**src/rtl/benes_perm_loader.sv**
```systemverilog
// Collects eight destination indices over valid/ready, flags duplicate destinations,
// and holds the completed map on mp0..mp7 until the consumer acknowledges it.
module benes_perm_loader #(
    parameter int unsigned NUM   = 8,
    parameter int unsigned IDX_W = 3
) (
    input  logic             clk,
    input  logic             rst_n,
    input  logic             clear,
    input  logic             in_valid,
    output logic             in_ready,
    input  logic [IDX_W-1:0] in_dest,
    input  logic             perm_ack,
    output logic             perm_valid,
    output logic             perm_err,
    output logic [3:0]       load_cnt,
    output logic [IDX_W-1:0] mp0,
    output logic [IDX_W-1:0] mp1,
    output logic [IDX_W-1:0] mp2,
    output logic [IDX_W-1:0] mp3,
    output logic [IDX_W-1:0] mp4,
    output logic [IDX_W-1:0] mp5,
    output logic [IDX_W-1:0] mp6,
    output logic [IDX_W-1:0] mp7
);

    typedef enum logic [0:0] {StLoad, StHold} state_e;

    state_e           state_q;
    logic [3:0]       cnt_q;
    logic [NUM-1:0]   seen_q;
    logic             dup_q;
    logic [IDX_W-1:0] mp_q [NUM];

    always_ff @(posedge clk or negedge rst_n) begin
        if (!rst_n) begin
            state_q <= StLoad;
            cnt_q   <= 4'd0;
            seen_q  <= '0;
            dup_q   <= 1'b0;
            for (int i = 0; i < NUM; i++) begin
                mp_q[i] <= '0;
            end
        end else if (clear) begin
            // Abort drops the load bookkeeping but leaves the map registers alone.
            state_q <= StLoad;
            cnt_q   <= 4'd0;
            seen_q  <= '0;
            dup_q   <= 1'b0;
        end else begin
            unique case (state_q)
                StLoad: begin
                    if (in_valid) begin
                        mp_q[cnt_q[IDX_W-1:0]] <= in_dest;
                        seen_q[in_dest]        <= 1'b1;
                        if (seen_q[in_dest]) begin
                            dup_q <= 1'b1;
                        end
                        cnt_q <= cnt_q + 4'd1;
                        if (cnt_q == 4'(NUM - 1)) begin
                            state_q <= StHold;
                        end
                    end
                end
                StHold: begin
                    if (perm_ack) begin
                        state_q <= StLoad;
                        cnt_q   <= 4'd0;
                        seen_q  <= '0;
                        dup_q   <= 1'b0;
                    end
                end
            endcase
        end
    end

    // All outputs decode registered state only; no input reaches them combinationally.
    assign in_ready   = (state_q == StLoad);
    assign perm_valid = (state_q == StHold);
    assign perm_err   = perm_valid & dup_q;
    assign load_cnt   = cnt_q;

    assign mp0 = mp_q[0];
    assign mp1 = mp_q[1];
    assign mp2 = mp_q[2];
    assign mp3 = mp_q[3];
    assign mp4 = mp_q[4];
    assign mp5 = mp_q[5];
    assign mp6 = mp_q[6];
    assign mp7 = mp_q[7];

endmodule

```
**config.mk**
```make
export PLATFORM = sky130hd
export DESIGN_NAME = benes_perm_loader
export DESIGN_NICKNAME = d
export VERILOG_FILES = /design/src/rtl/benes_perm_loader.sv
export SDC_FILE = /design/constraint.sdc
export NUM_CORES = 1
export LEC_CHECK = 0
export CAP_MARGIN = 25
export CORE_ASPECT_RATIO = 0.7
export CORE_MARGIN = 2
export CORE_UTILIZATION = 40
export DETAILED_ROUTE_END_ITERATION = 10
export DONT_BUFFER_PORTS = 1
export GPL_TIMING_DRIVEN = 1
export PLACE_DENSITY_LB_ADDON = 0.25
export SKIP_CTS_REPAIR_TIMING = 1
export SYNTH_ARGS = -nofsm -noshare
export SYNTH_HDL_FRONTEND = slang
export SYNTH_SLANG_ARGS = --single-unit
```
**constraint.sdc**
```tcl
create_clock -name clk -period 1.42 [get_ports clk]
set_input_delay 0.213 -clock clk [delete_from_list [all_inputs] [get_ports clk]]
set_output_delay 0.213 -clock clk [all_outputs]
set_load 0.05 [all_outputs]
```
Word level (Yosys, flattened, before mapping)
Index checks and enable logic that the tools add are counted.
- bits in registers: 38
- input bits: 8
- add/sub/neg operators: 1
- order comparisons: 4
- equality and inequality tests: 4
- mux-type cells: 25
- bitwise operators: 5
- reductions and logical operators: 5
- operators by type and width (kind ; number):
    24-bit bitwise mux ; 1
    8-bit two-way mux ; 3
    8-bit one-hot mux with 2 select lines ; 1
    4-bit two-way mux ; 3
    1-bit two-way mux ; 10
    3-bit demux with 3-bit select ; 1
    8-bit bitwise OR ; 1
    4-bit one-hot mux with 2 select lines ; 1
    3-bit inequality test, second input constant ; 2
    3-bit AND reduction ; 2
    4-bit by 1-bit adder with 4-bit output, second input constant ; 1
    4-bit by 3-bit == test with 1-bit output, second input constant ; 1
    4-bit >= comparator, second input constant ; 1
    3-bit by 4-bit less-than comparator with 1-bit output, second input constant ; 1
    4-bit by 1-bit less-than comparator with 1-bit output, second input constant ; 1
    3-bit inverter with 4-bit output ; 1
    1-bit one-hot mux with 2 select lines ; 2
    1-bit binary-select mux with 3-bit select ; 1
    1-bit demux with 3-bit select ; 1
    3-bit by 1-bit >= comparator with 1-bit output, second input constant ; 1
    3-bit two-way mux ; 1
    3-bit by 2-bit inequality test with 1-bit output, second input constant ; 1
    1-bit logical AND ; 2
    1-bit inverter ; 2
    other kinds (2) ; 2

Logic depth before layout (Yosys ltp)
- depth after elaboration: 8
- gate-level depth with buffers: 5

Worst setup path after synthesis
No wires, ideal clock.
- kind: flip-flop to flip-flop
- from: register cnt_q[2] (netlist: load_cnt[2])
- to: register mp_q, in the netlist mp7[2]
- library setup time: 0.125 ns
- arrival: 1.553 ns
- data required time: 1.295 ns
- path slack: -0.258 ns
- cell stages (with the launch flop): 4
- path buffers: 0
- path through: dfrtp_1 > nand4b_1 > nor3b_2 > mux2_2
- cells in the longest elaborated chain, start to end: 6
- RTL lines (element ; RTL line ; source):
    start: declaration ; 30 ; logic [3:0] cnt_q;
    start signal: assignment ; 59 ; cnt_q <= cnt_q + 4'd1;
    3-bit inverter with 4-bit output (not written as such) * ; 54 ; mp_q[cnt_q[IDX_W-1:0]] <= in_dest;
    4-bit >= comparator (not written as such) / 4-bit by 1-bit less-than comparator with 1-bit output (equally long branches) ; 54 ;
    1-bit logical AND (not written as such) ; 54 ;
    3-bit two-way mux (not written as such) ; 54 ;
    3-bit demux with 3-bit select * ; 54 ;
    24-bit bitwise mux * ; 54 ;
    end signal: indexed assignment ; 54 ;
    end: declaration ; 33 ; logic [IDX_W-1:0] mp_q [NUM];
Every way passes the cells marked *; elsewhere a longest branch is shown, timed or not.
A chain may end at the register's enable or synchronous reset.

Final worst setup path
- from: register state_q (netlist: perm_valid)
- to: output port perm_err
- cells in the longest elaborated chain, start to end: 1
- RTL lines (element ; RTL line ; source):
    start: declaration ; 29 ; state_e state_q;
    start signal: assignment ; 37 ; state_q <= StLoad;
    start signal: assignment ; 46 ; state_q <= StLoad;
    start signal: assignment ; 61 ; state_q <= StHold;
    1-bit bitwise AND ; 80 ; assign perm_err = perm_valid & dup_q;
    end: declaration ; 15 ; output logic perm_err,
Every way passes these cells.

==> flow_metrics.tcl <==
set metrics [dict create \
    rows 19 \
    grt_start_max_net_pins 39 \
    finalWirelength_um 3670 \
    syn_inst 133 \
    slew_headroom 0.717 \
    insertion_delay_ns 0.28 \
    finalInstanceArea_um2 2150 \
    firstDrtPassIters 4 \
    grt_usage 0.165 \
    fmax_mhz 703 \
    p_leak_uw 0.00103 \
    dpl-instance-area_um2 1990 \
    die_height_um 57.9 \
    drive_gt1_frac 0.460 \
    antenna_cells 0 \
    die-area_um2 4700 \
    status "complete, but fails checks" \
    ios 39 \
    die_w_um 81.1 \
    antenna_found_initial 0 \
    overflow 0 \
    finalSetupViolations 1 \
    syn-cell-area_um2 1660 \
    drv_cap 0 \
    peakVddDrop_mv 0.900 \
    numPortBuffers 0 \
    period_minus_slack_ns 1.42 \
    h-tree-depth 2 \
    tightest_slew_ns 0.424 \
    grt_pass1_vias 1159 \
    final_core_util 0.545 \
    end_kind "output port" \
    core_area_um2 3950 \
    arrival_ns 1.21 \
    ys.flop_type "dfrtp_1" \
    grt_pass1_wl_um 5710 \
    path_class "reg2out" \
    final_cell_mix "dfrtp_1, buf_4, mux2_2" \
    wl_per_cell_um 16.2 \
    antenna_left 0 \
    synth.yosys.seq_area_share 0.572 \
    drc 0 \
    cts.sinks 38 \
    min_path_type "in2reg" \
    critPathRequiredTime_ns 1.21 \
    fin_nets 182 \
    synth_nets 142 \
    hold_viol 0 \
    synth_area_per_cell_um2 12.5 \
    start_util 0.421 \
    dp.final_hpwl_um 2570 \
    dp_slack_ns 0.0737 \
    cts_made_buffers 5 \
    slew_viol_final 0 \
    clockRootBuffer "clkbuf_8" \
    synth_edf_count 0 \
    vias 1210 \
    ys_seq_elements 38 \
    viasPerCell 5.35 \
    rsz0062_at_grt "true" \
    cts_tree "built" \
    clock_path_buffers 2 \
    gp_congestion 0.792 \
    yosysWarnings 0 \
    crit_path_start_kind "register" \
    critPathMaxFanout 6 \
    layout_setup_ws_ns -0.00236 \
    drt-initial-drc-count 119 \
    synthDistinctLibCells 30 \
    setup_tns_ns -0.00236 \
    skew_ns 0.00356 \
    area_growth_pct 29.3 \
    post-route-period-util 1.00 \
    clk_pin_slew_ns 0.07 \
    cellPowerDensity_nw_per_um2 1250 \
    async_reset_ff_frac 1.00 \
    violations "negative setup slack" \
]
==> logic make-up (layout without fill, tap and decap cells) <==
| group | count (synthesis) | count (layout) | synth area share |
|---|---|---|---|
| AOI/OAI and AO/OA | 16 | 16 | 0.0579 |
| xor gates and xnor gates | 1 | 1 | 0.00527 |
| adders and majority gates | 1 | 1 | 0.00752 |
| buffers and inverters | 8 | 49 | 0.0203 |
| DFF | 38 | 38 | 0.572 |
| muxes | 27 | 27 | 0.190 |
| and+or+nand+nor | 42 | 42 | 0.147 |
==> final timing paths <==
path | cells past startpoint | slack (ns) | to | from
max | 3 | -0.002 | perm_err | perm_valid
min | 1 | 0.08 | mp7[2] | in_dest[2]
max reg2reg | 4 | 0.01 | load_cnt[3] | perm_valid
min reg2reg | 2 | 0.50 | seen_q[0] | seen_q[0]
max in group asynchronous | 2 | 0.85 | load_cnt[2] | rst_n
min in group asynchronous | 2 | 0.38 | mp2[2] | rst_n
==> per-stage QoR <==
stage / cells / total power (uW) / hold WS [ns]
floorplan: 133 / 1750 / -0.0826
global placement: 212 / 1920 / -0.0817
detailed placement: 212 / 1940 / -0.0818
CTS: 220 / 2680 / -0.396
global route: 226 / 2810 / 0.0557
finish: 226 / 2690 / 0.0787
==> flip-flops by register name (all words and copies together) (netlist names) <==
signal,flops
seen_q,8
load_cnt,4
mp0,3
mp1,3
mp2,3
mp3,3
mp4,3
mp5,3
mp6,3
mp7,3
dup_q,1
perm_valid,1
==> report_power, final <==
part / internal (uW) / leakage [uW] / switching [uW]
Clock: 391 / 0.0000482 / 348
Sequential: 1190 / 0.000504 / 60.2
Combinational: 234 / 0.000480 / 465
==> area by class of cell <==
cell class	count	area, um^2
fillers	357	1800
repair buffers	40	340
multi-input cells	87	694
inverters	1	3.75
flip-flops and latches	38	956
clock inverters	1	5.00
well taps	52	65.1
clock buffers	7	86.3
==> critical path, cell delays in order (launching register included) <==
cell and delay, ns:
dfrtp_2 0.46, buf_4 0.16, and2_1 0.15, buf_12 0.15
==> layer usage <==
| metal | vias up | GRT usage | part of all wire | wire (um) |
|---|---|---|---|---|
| met4 | 0 | 0.0363 | 0.0016 | 6 |
| met1 | 604 | 0.242 | 0.47 | 1740 |
| met5 | - | 0 | 0 | 0 |
| met3 | 2 | 0.0654 | 0.076 | 277 |
| met2 | 45 | 0.234 | 0.45 | 1650 |
| li1 | 559 | - | - | - |
==> synth_stat cells (2+ instances only) <==
cell type   n  area [um^2]
clkbuf_1    4         15.0
nand4b_1    2         17.5
nor2b_1     4         25.0
nor2_1     13         48.8
nand3_1     2         10.0
nand2b_1    2         12.5
dfrtp_1    38          951
nand3b_1    2         15.0
nand2_1     9         33.8
a21oi_1     8         40.0
buf_2       2         10.0
a31oi_1     4         25.0
mux2_2     26          293
(Power assumes the default switching activity.)
